===== src/rtl/zed_uart_mmio.sv =====
// zed_uart_mmio: memory-mapped 8N1 UART with TX/RX FIFOs, 16x baud divisor and sticky error flags.
// Optional level interrupt and its enables are built only when UART_IRQ_EN is defined.
module zed_uart_mmio #(
    parameter int          TX_DEPTH_LOG2 = 4,
    parameter int          RX_DEPTH_LOG2 = 4,
    parameter logic [15:0] DEFAULT_DIV   = 16'd40
) (
    input  logic       clk_720p,
    input  logic       reset,
    input  logic       cs,
    input  logic       we,
    input  logic [1:0] addr,
    input  logic [7:0] wdata,
    output logic [7:0] rdata,
    input  logic       rx,
    output logic       tx,
    output logic       irq
);
    localparam logic [1:0] S_IDLE  = 2'd0;
    localparam logic [1:0] S_START = 2'd1;
    localparam logic [1:0] S_DATA  = 2'd2;
    localparam logic [1:0] S_STOP  = 2'd3;
    localparam int TL = TX_DEPTH_LOG2;
    localparam int RL = RX_DEPTH_LOG2;

    logic wr_data, wr_stat, wr_dlo, wr_dhi, rd_data;
    assign wr_data = cs & we & (addr == 2'd0);
    assign wr_stat = cs & we & (addr == 2'd1);
    assign wr_dlo  = cs & we & (addr == 2'd2);
    assign wr_dhi  = cs & we & (addr == 2'd3);
    assign rd_data = cs & !we & (addr == 2'd0);

    logic [15:0] div_q, bcnt_q, div_m1;
    logic        tick;
    assign div_m1 = (div_q == 16'd0) ? 16'd0 : div_q - 16'd1;
    assign tick   = bcnt_q == div_m1;

    always_ff @(posedge clk_720p or posedge reset) begin
        if (reset) begin
            div_q  <= DEFAULT_DIV;
            bcnt_q <= 16'd0;
        end else begin
            div_q  <= wr_dlo ? {div_q[15:8], wdata} : wr_dhi ? {wdata, div_q[7:0]} : div_q;
            bcnt_q <= (wr_dlo | wr_dhi | tick) ? 16'd0 : bcnt_q + 16'd1;
        end
    end

    logic [7:0]  tx_mem [1 << TL];
    logic [TL:0] tx_wp_q, tx_rp_q;
    logic        tx_empty, tx_full, tx_push, tx_pop, tx_idle;
    logic [7:0]  tx_head;
    assign tx_empty = tx_wp_q == tx_rp_q;
    assign tx_full  = (tx_wp_q[TL] != tx_rp_q[TL]) && (tx_wp_q[TL-1:0] == tx_rp_q[TL-1:0]);
    assign tx_push  = wr_data & !tx_full;
    assign tx_head  = tx_mem[tx_rp_q[TL-1:0]];

    always_ff @(posedge clk_720p) begin
        if (tx_push) tx_mem[tx_wp_q[TL-1:0]] <= wdata;
    end

    logic [1:0] tx_st_q, tx_st_d;
    logic [3:0] tx_tk_q, tx_tk_d;
    logic [2:0] tx_bit_q, tx_bit_d;
    logic [7:0] tx_sh_q, tx_sh_d;

    // End of a stop bit reloads straight into START so consecutive bytes leave no gap.
    always_comb begin
        tx_st_d  = tx_st_q;
        tx_tk_d  = tx_tk_q;
        tx_bit_d = tx_bit_q;
        tx_sh_d  = tx_sh_q;
        tx_pop   = 1'b0;
        if (tick) begin
            tx_tk_d = (tx_st_q == S_IDLE) ? 4'd0 : tx_tk_q + 4'd1;
            if (tx_st_q == S_IDLE || (tx_st_q == S_STOP && tx_tk_q == 4'hf)) begin
                tx_st_d = tx_empty ? S_IDLE : S_START;
                tx_pop  = !tx_empty;
                tx_sh_d = tx_empty ? tx_sh_q : tx_head;
            end else if (tx_tk_q == 4'hf) begin
                tx_st_d  = (tx_st_q == S_START) ? S_DATA : (tx_bit_q == 3'd7) ? S_STOP : S_DATA;
                tx_bit_d = (tx_st_q == S_START) ? 3'd0 : tx_bit_q + 3'd1;
                tx_sh_d  = (tx_st_q == S_START) ? tx_sh_q : {1'b0, tx_sh_q[7:1]};
            end
        end
    end

    assign tx      = (tx_st_q == S_START) ? 1'b0 : (tx_st_q == S_DATA) ? tx_sh_q[0] : 1'b1;
    assign tx_idle = tx_empty & (tx_st_q == S_IDLE);

    logic [7:0]  rx_mem [1 << RL];
    logic [RL:0] rx_wp_q, rx_rp_q;
    logic        rx_empty, rx_full, rx_push, rx_pop, rx_req, ferr_set, ovr_set;
    assign rx_empty = rx_wp_q == rx_rp_q;
    assign rx_full  = (rx_wp_q[RL] != rx_rp_q[RL]) && (rx_wp_q[RL-1:0] == rx_rp_q[RL-1:0]);
    assign rx_push  = rx_req & !rx_full;
    assign ovr_set  = rx_req & rx_full;
    assign rx_pop   = rd_data & !rx_empty;

    logic [2:0] rx_sync_q;
    logic       rx_in, rx_fall;
    assign rx_in   = rx_sync_q[1];
    assign rx_fall = rx_sync_q[2] & !rx_sync_q[1];

    logic [1:0] rx_st_q, rx_st_d;
    logic [3:0] rx_tk_q, rx_tk_d;
    logic [2:0] rx_bit_q, rx_bit_d;
    logic [7:0] rx_sh_q, rx_sh_d;

    always_ff @(posedge clk_720p) begin
        if (rx_push) rx_mem[rx_wp_q[RL-1:0]] <= rx_sh_q;
    end

    // START counts 8 ticks to mid-bit, then every later sample lands 16 ticks on.
    always_comb begin
        rx_st_d  = rx_st_q;
        rx_tk_d  = rx_tk_q;
        rx_bit_d = rx_bit_q;
        rx_sh_d  = rx_sh_q;
        rx_req   = 1'b0;
        ferr_set = 1'b0;
        if (rx_st_q == S_IDLE) begin
            rx_st_d = rx_fall ? S_START : S_IDLE;
            rx_tk_d = 4'd0;
        end else if (tick) begin
            rx_tk_d = rx_tk_q + 4'd1;
            if (rx_st_q == S_START && rx_tk_q == 4'd7) begin
                rx_st_d  = rx_in ? S_IDLE : S_DATA;
                rx_tk_d  = 4'd0;
                rx_bit_d = 3'd0;
            end else if (rx_st_q == S_DATA && rx_tk_q == 4'hf) begin
                rx_sh_d  = {rx_in, rx_sh_q[7:1]};
                rx_bit_d = rx_bit_q + 3'd1;
                rx_st_d  = (rx_bit_q == 3'd7) ? S_STOP : S_DATA;
            end else if (rx_st_q == S_STOP && rx_tk_q == 4'hf) begin
                rx_st_d  = S_IDLE;
                rx_req   = rx_in;
                ferr_set = !rx_in;
            end
        end
    end

    logic ovr_q, ferr_q, irq_bit;
    logic [7:0] stat;
    assign stat = {irq_bit, 1'b0, ferr_q, ovr_q, rx_full, rx_empty, tx_idle, tx_full};

    always_ff @(posedge clk_720p or posedge reset) begin
        if (reset) begin
            tx_wp_q   <= '0;
            tx_rp_q   <= '0;
            rx_wp_q   <= '0;
            rx_rp_q   <= '0;
            tx_st_q   <= S_IDLE;
            tx_tk_q   <= 4'd0;
            tx_bit_q  <= 3'd0;
            tx_sh_q   <= 8'd0;
            rx_st_q   <= S_IDLE;
            rx_tk_q   <= 4'd0;
            rx_bit_q  <= 3'd0;
            rx_sh_q   <= 8'd0;
            rx_sync_q <= 3'b111;
            ovr_q     <= 1'b0;
            ferr_q    <= 1'b0;
            rdata     <= 8'd0;
        end else begin
            tx_wp_q   <= tx_wp_q + {{TL{1'b0}}, tx_push};
            tx_rp_q   <= tx_rp_q + {{TL{1'b0}}, tx_pop};
            rx_wp_q   <= rx_wp_q + {{RL{1'b0}}, rx_push};
            rx_rp_q   <= rx_rp_q + {{RL{1'b0}}, rx_pop};
            tx_st_q   <= tx_st_d;
            tx_tk_q   <= tx_tk_d;
            tx_bit_q  <= tx_bit_d;
            tx_sh_q   <= tx_sh_d;
            rx_st_q   <= rx_st_d;
            rx_tk_q   <= rx_tk_d;
            rx_bit_q  <= rx_bit_d;
            rx_sh_q   <= rx_sh_d;
            rx_sync_q <= {rx_sync_q[1:0], rx};
            ovr_q     <= ovr_set | (ovr_q & !(wr_stat & wdata[4]));
            ferr_q    <= ferr_set | (ferr_q & !(wr_stat & wdata[5]));
            if (cs & !we)
                rdata <= (addr == 2'd0) ? (rx_empty ? 8'd0 : rx_mem[rx_rp_q[RL-1:0]]) :
                         (addr == 2'd1) ? stat : (addr == 2'd2) ? div_q[7:0] : div_q[15:8];
        end
    end

`ifdef UART_IRQ_EN
    logic ie_rx_q, ie_tx_q, irq_q;
    always_ff @(posedge clk_720p or posedge reset) begin
        if (reset) begin
            ie_rx_q <= 1'b0;
            ie_tx_q <= 1'b0;
            irq_q   <= 1'b0;
        end else begin
            if (wr_stat) {ie_tx_q, ie_rx_q} <= wdata[1:0];
            irq_q <= (!rx_empty & ie_rx_q) | (tx_idle & ie_tx_q) | ovr_q | ferr_q;
        end
    end
    assign irq_bit = irq_q;
`else
    assign irq_bit = 1'b0;
`endif
    assign irq = irq_bit;
endmodule


===== config.mk =====
export PLATFORM = sky130hd
export DESIGN_NAME = zed_uart_mmio
export DESIGN_NICKNAME = d
export VERILOG_FILES = /design/src/rtl/zed_uart_mmio.sv
export SDC_FILE = /design/constraint.sdc
export NUM_CORES = 1
export LEC_CHECK = 0
export ABC_AREA = 1
export CORE_MARGIN = 2
export CORE_UTILIZATION = 55
export CTS_CLUSTER_SIZE = 8
export DETAILED_ROUTE_END_ITERATION = 12
export PLACE_DENSITY_LB_ADDON = 0.12
export RECOVER_POWER = 50
export SLEW_MARGIN = 40
export SYNTH_ARGS = -nofsm -noshare
export SYNTH_HDL_FRONTEND = slang
export SYNTH_SLANG_ARGS = --single-unit

===== constraint.sdc =====
create_clock -name clk_720p -period 4.2 [get_ports clk_720p]
set_input_delay 1.05 -clock clk_720p [delete_from_list [all_inputs] [get_ports clk_720p]]
set_output_delay 1.05 -clock clk_720p [all_outputs]
set_load 0.02 [all_outputs]

==> Flow_metrics.wiki <==
{| class="wikitable"
! Metric !! Value
|-
| Ranking of synthesized cells by area || sky130_fd_sc_hd__edfxtp_1, sky130_fd_sc_hd__dfrtp_1, sky130_fd_sc_hd__nor2_1
|-
| Setup repair after global routing missed its margin || no
|-
| Leakage || 6.59 nW
|-
| CTS Hold Buffers Added || 0
|-
| Post-CTS setup buffer count || 0
|-
| Synthesized area per cell || 10.5 sq um
|-
| Post-synthesis mux area share || 0.199%
|-
| Simple-Gate Fraction of Synth Area || 17.2%
|-
| Seq cells post-synth || 355
|-
| Worst min path class || register to register
|-
| Required time at the worst-slack endpoint || 4.38 ns
|-
| Most common cell in the netlist || sky130_fd_sc_hd__edfxtp_1
|-
| Cell count after placement || 1847
|-
| GRT Residual Overflow || 0
|-
| Leading register cell type out of synthesis || sky130_fd_sc_hd__edfxtp_1
|-
| Number of gates resized after CTS || 0
|-
| Post-synthesis instance area || 15700 sq um
|-
| Aggregate global-route resource usage || 25.1%
|-
| CORE AREA || 27900 sq um
|-
| Share of the synthesized area in the top cell type || 49.0%
|-
| Detail-routed net length per standard cell || 19.2 um
|-
| Classification of the worst setup path || register to register
|-
| Sum of negative setup slack || 0 ns
|-
| Largest area contributor in the netlist || sky130_fd_sc_hd__edfxtp_1
|-
| Number of pins with negative max-slew slack in the final report || 52
|-
| Measured slew at the worst slew-check pin || 2.27 ns
|-
| Post-route minimum period || 3.48 ns
|-
| Count of flip-flops with a built-in enable after synthesis || 256
|-
| Violated checks || max-capacitance violations, max-slew violations
|-
| Fin Clk Skew || 0.0256 ns
|-
| Hold violation count in the final report || 0
|-
| Peak supply drop || 0.000363 V
|-
| Site Rows || 61
|-
| Diodes inserted || 0
|-
| Post-Layout Cell Count || 1941
|-
| Chip Width || 173 um
|-
| Count of different cell masters after synthesis || 48
|-
| Global placer's final weighted congestion || 0.874
|-
| Post-DP HPWL || 24000 um
|-
| Setup violation total in the final timing report || 0
|-
| Compound-cell area share of the yosys netlist || 10.7%
|-
| IO Pins || 25
|-
| Final-layout fill cell count || 2279
|-
| Pin count of the biggest net entering global routing || 68
|-
| Die Span Y || 173 um
|-
| Clock slew seen by the registers of the worst setup and hold paths || 0.05 ns
|-
| Area of the die || 29900 sq um
|-
| Number of instances in the synthesized netlist || 1491
|-
| Element type at the critical path end || register
|-
| Power density relative to cell area || 525 nW/um^2
|-
| Wire length reported by the detailed router || 37300 um
|-
| TritonCTS buffer count || 50
|-
| Initial standard-cell utilization of the core || 56.2%
|-
| Placed Instance Area || 16300 sq um
|-
| Largest fanout on the critical path || 37
|-
| CTS tree || yes
|-
| Number of design-rule violations left by the first detailed-router iteration || 1189
|-
| Worst path arrival time || 3.66 ns
|-
| Initial antenna violation count || 0
|-
| Highest Clock Rate || 287 MHz
|-
| Kind of start point of the critical path || register
|-
| Number of nets in the finished design || 1552
|-
| Number of warning messages in the yosys log || 0
|-
| Number of global-route vias before repair || 10900
|-
| Maximum level of the CTS H-tree || 2
|-
| Arithmetic-cell share of the synthesized area counting full adders, half adders and majority gates || 1.28%
|-
| Main combinational cell family by area after synthesis || simple AND/OR/NAND/NOR gates
|-
| Total non-filler cell area in the finished layout || 17700 sq um
|-
| Wire length of the first global-routing pass || 59300 um
|-
| Clock insertion delay at the later pin of the skew report || 0.55 ns
|-
| Antenna viol nets, final || 0
|-
| Max cap viols || 1
|-
| Xor/xnor cell area share of the yosys netlist || 1.67%
|-
| Number of design rule violations left after detail routing || 0
|-
| IO buf count || 23
|-
| Max Buffers Root-to-Sink || 3
|-
| Synthesized Nets || 1522
|-
| CTS Sinks || 355
|-
| Worst slew margin relative to its limit || -52.3%
|-
| Signed area change from the synthesized netlist to the final layout || 12.8%
|-
| Most frequent cells after synthesis || sky130_fd_sc_hd__edfxtp_1, sky130_fd_sc_hd__nor2_1, sky130_fd_sc_hd__nand2_1
|-
| Fin crit share || 83.0%
|-
| Number of detailed-route iterations in the first pass || 8
|-
| Root buffer cell || sky130_fd_sc_hd__clkbuf_16
|-
| Detailed-route vias per instance || 5.73
|-
| Sequential element share of the synthesized area || 64.8%
|-
| Layout cell share with drive strength beyond 1 || 7.23%
|-
| Proportion of synthesized flip-flops having asynchronous set or reset || 27.9%
|-
| Outcome || finished with violations
|-
| Via count of the routed design || 11100
|}
==> where the power goes <==
| group | leakage, nW | internal (mW) | switching (mW) | total (mW) |
|---|---|---|---|---|
| sequential | 3.32 | 3.89 | 0.178 | 4.07 |
| clock | 0.700 | 2.29 | 1.44 | 3.72 |
| combinational | 2.57 | 0.445 | 1.05 | 1.50 |
==> metal layers <==
metal	GRT usage [%]	vias up	share of wire, %
met1	35.8	5288	43
met5	0	-	0
met4	7.70	0	2.6
met3	4.20	88	8.3
met2	40.0	445	46
li1	-	5299	-
==> cell families (layout without fill, tap and decap cells) <==
| group | Yosys count | in the layout |
|---|---|---|
| DFF | 355 | 355 |
| muxes | 3 | 3 |
| other | 1 | 1 |
| buffers and inverters | 160 | 232 |
| AOI/OAI and AO/OA | 295 | 295 |
| adders and majority gates | 16 | 16 |
| xor gates and xnor gates | 30 | 30 |
| and+or+nand+nor | 631 | 631 |
==> per-stage QoR <==
step	util, %	power [mW]	hold WS, ns	setup slack, ns
6_report	63.4	9.29	0.357	0.716
5_1_grt	63.4	9.69	0.365	0.395
4_1_cts	63.5	9.33	0.358	0.704
3_5_place_dp	58.2	5.61	0.350	0.737
3_3_place_gp	58.2	5.59	0.349	0.790
2_1_floorplan	-	5.13	0.345	0.568
==> cells in the final DEF (no fill, tap or decap), types with 2 or more instances in the layout <==
cell / Yosys / layout
sky130_fd_sc_hd__clkdlybuf4s50_1: 0 / 13
sky130_fd_sc_hd__nand2_2: 2 / 2
sky130_fd_sc_hd__nor4_1: 2 / 2
sky130_fd_sc_hd__o22ai_1: 48 / 48
sky130_fd_sc_hd__ha_1: 16 / 16
sky130_fd_sc_hd__a41oi_1: 2 / 2
sky130_fd_sc_hd__dfrtp_1: 94 / 92
sky130_fd_sc_hd__a221oi_1: 2 / 2
sky130_fd_sc_hd__inv_1: 97 / 95
sky130_fd_sc_hd__buf_4: 2 / 13
sky130_fd_sc_hd__nand4_1: 22 / 22
sky130_fd_sc_hd__xnor2_1: 11 / 11
sky130_fd_sc_hd__o21bai_1: 4 / 4
sky130_fd_sc_hd__dfstp_2: 5 / 5
sky130_fd_sc_hd__nor2_2: 5 / 7
sky130_fd_sc_hd__clkbuf_1: 50 / 43
sky130_fd_sc_hd__a22oi_1: 3 / 3
sky130_fd_sc_hd__o211ai_1: 10 / 10
sky130_fd_sc_hd__nand3_2: 5 / 5
sky130_fd_sc_hd__dfrtp_2: 0 / 2
sky130_fd_sc_hd__mux2i_1: 2 / 2
sky130_fd_sc_hd__o221ai_1: 15 / 15
sky130_fd_sc_hd__clkbuf_16: 0 / 51
sky130_fd_sc_hd__nor2_1: 250 / 248
sky130_fd_sc_hd__a31oi_1: 11 / 11
sky130_fd_sc_hd__inv_2: 2 / 2
sky130_fd_sc_hd__or2_2: 7 / 7
sky130_fd_sc_hd__nand3_1: 74 / 74
sky130_fd_sc_hd__nor2_8: 2 / 2
sky130_fd_sc_hd__a21oi_1: 23 / 23
sky130_fd_sc_hd__o21ai_0: 163 / 163
sky130_fd_sc_hd__nand2_1: 240 / 240
sky130_fd_sc_hd__nor2_4: 2 / 2
sky130_fd_sc_hd__nand4_2: 4 / 4
sky130_fd_sc_hd__dlygate4sd3_1: 0 / 8
sky130_fd_sc_hd__nor3_1: 12 / 12
sky130_fd_sc_hd__edfxtp_1: 256 / 256
sky130_fd_sc_hd__o21ai_1: 10 / 10
sky130_fd_sc_hd__xor2_1: 19 / 19
==> worst max-delay path, cell delays in order (launching register included) <==
cell	delay [ns]
sky130_fd_sc_hd__dfrtp_1	0.36
sky130_fd_sc_hd__inv_1	0.11
sky130_fd_sc_hd__ha_1	0.21
sky130_fd_sc_hd__nand2_1	0.14
sky130_fd_sc_hd__nor2_2	0.18
sky130_fd_sc_hd__nand2_4	0.23
sky130_fd_sc_hd__nand3_1	0.14
sky130_fd_sc_hd__nand2_1	0.07
sky130_fd_sc_hd__nor2_2	0.12
sky130_fd_sc_hd__nand2_1	0.06
sky130_fd_sc_hd__nor2_1	0.11
sky130_fd_sc_hd__nand3_2	0.13
sky130_fd_sc_hd__nor2_8	0.34
sky130_fd_sc_hd__nand4_2	0.28
sky130_fd_sc_hd__nor2_1	0.61
==> registers in the layout, summed over array words and instances (netlist names) <==
signal	cells
bcnt_q	16
div_q	16
ferr_q	1
ovr_q	1
rdata	8
rx_bit_q	3
rx_mem	128
rx_rp_q	5
rx_sh_q	8
rx_st_q	2
rx_sync_q	3
rx_tk_q	4
rx_wp_q	5
tx_bit_q	3
tx_mem	128
tx_rp_q	5
tx_sh_q	8
tx_st_q	2
tx_tk_q	4
tx_wp_q	5
==> worst paths after layout <==
kind                              start             to  slack [ns]  cells after the start
setup reg to reg               div_q[1]  rx_mem[11][0]        0.72                     14
hold / removal             rx_sync_q[0]   rx_sync_q[1]        0.36                      0
max in group asynchronous         reset     tx_tk_q[3]        0.96                      3
hold reg to reg            rx_sync_q[0]   rx_sync_q[1]        0.36                      0
setup / recovery               div_q[1]  rx_mem[11][0]        0.72                     14
min in group asynchronous         reset     rx_st_q[1]        1.56                      2
==> area by class of cell <==
cell class / count / area [sq um] / area share (%)
tap: 378 / 473 / 2.67
inverter: 99 / 375 / 2.12
timing repair buffer: 39 / 328 / 1.85
sequential: 355 / 10200 / 57.5
clock buffer: 91 / 1440 / 8.11
multi-input combinational: 976 / 4890 / 27.6
clock inverter: 3 / 33.8 / 0.191
No activity file was read; power rests on OpenSTA's default activity.
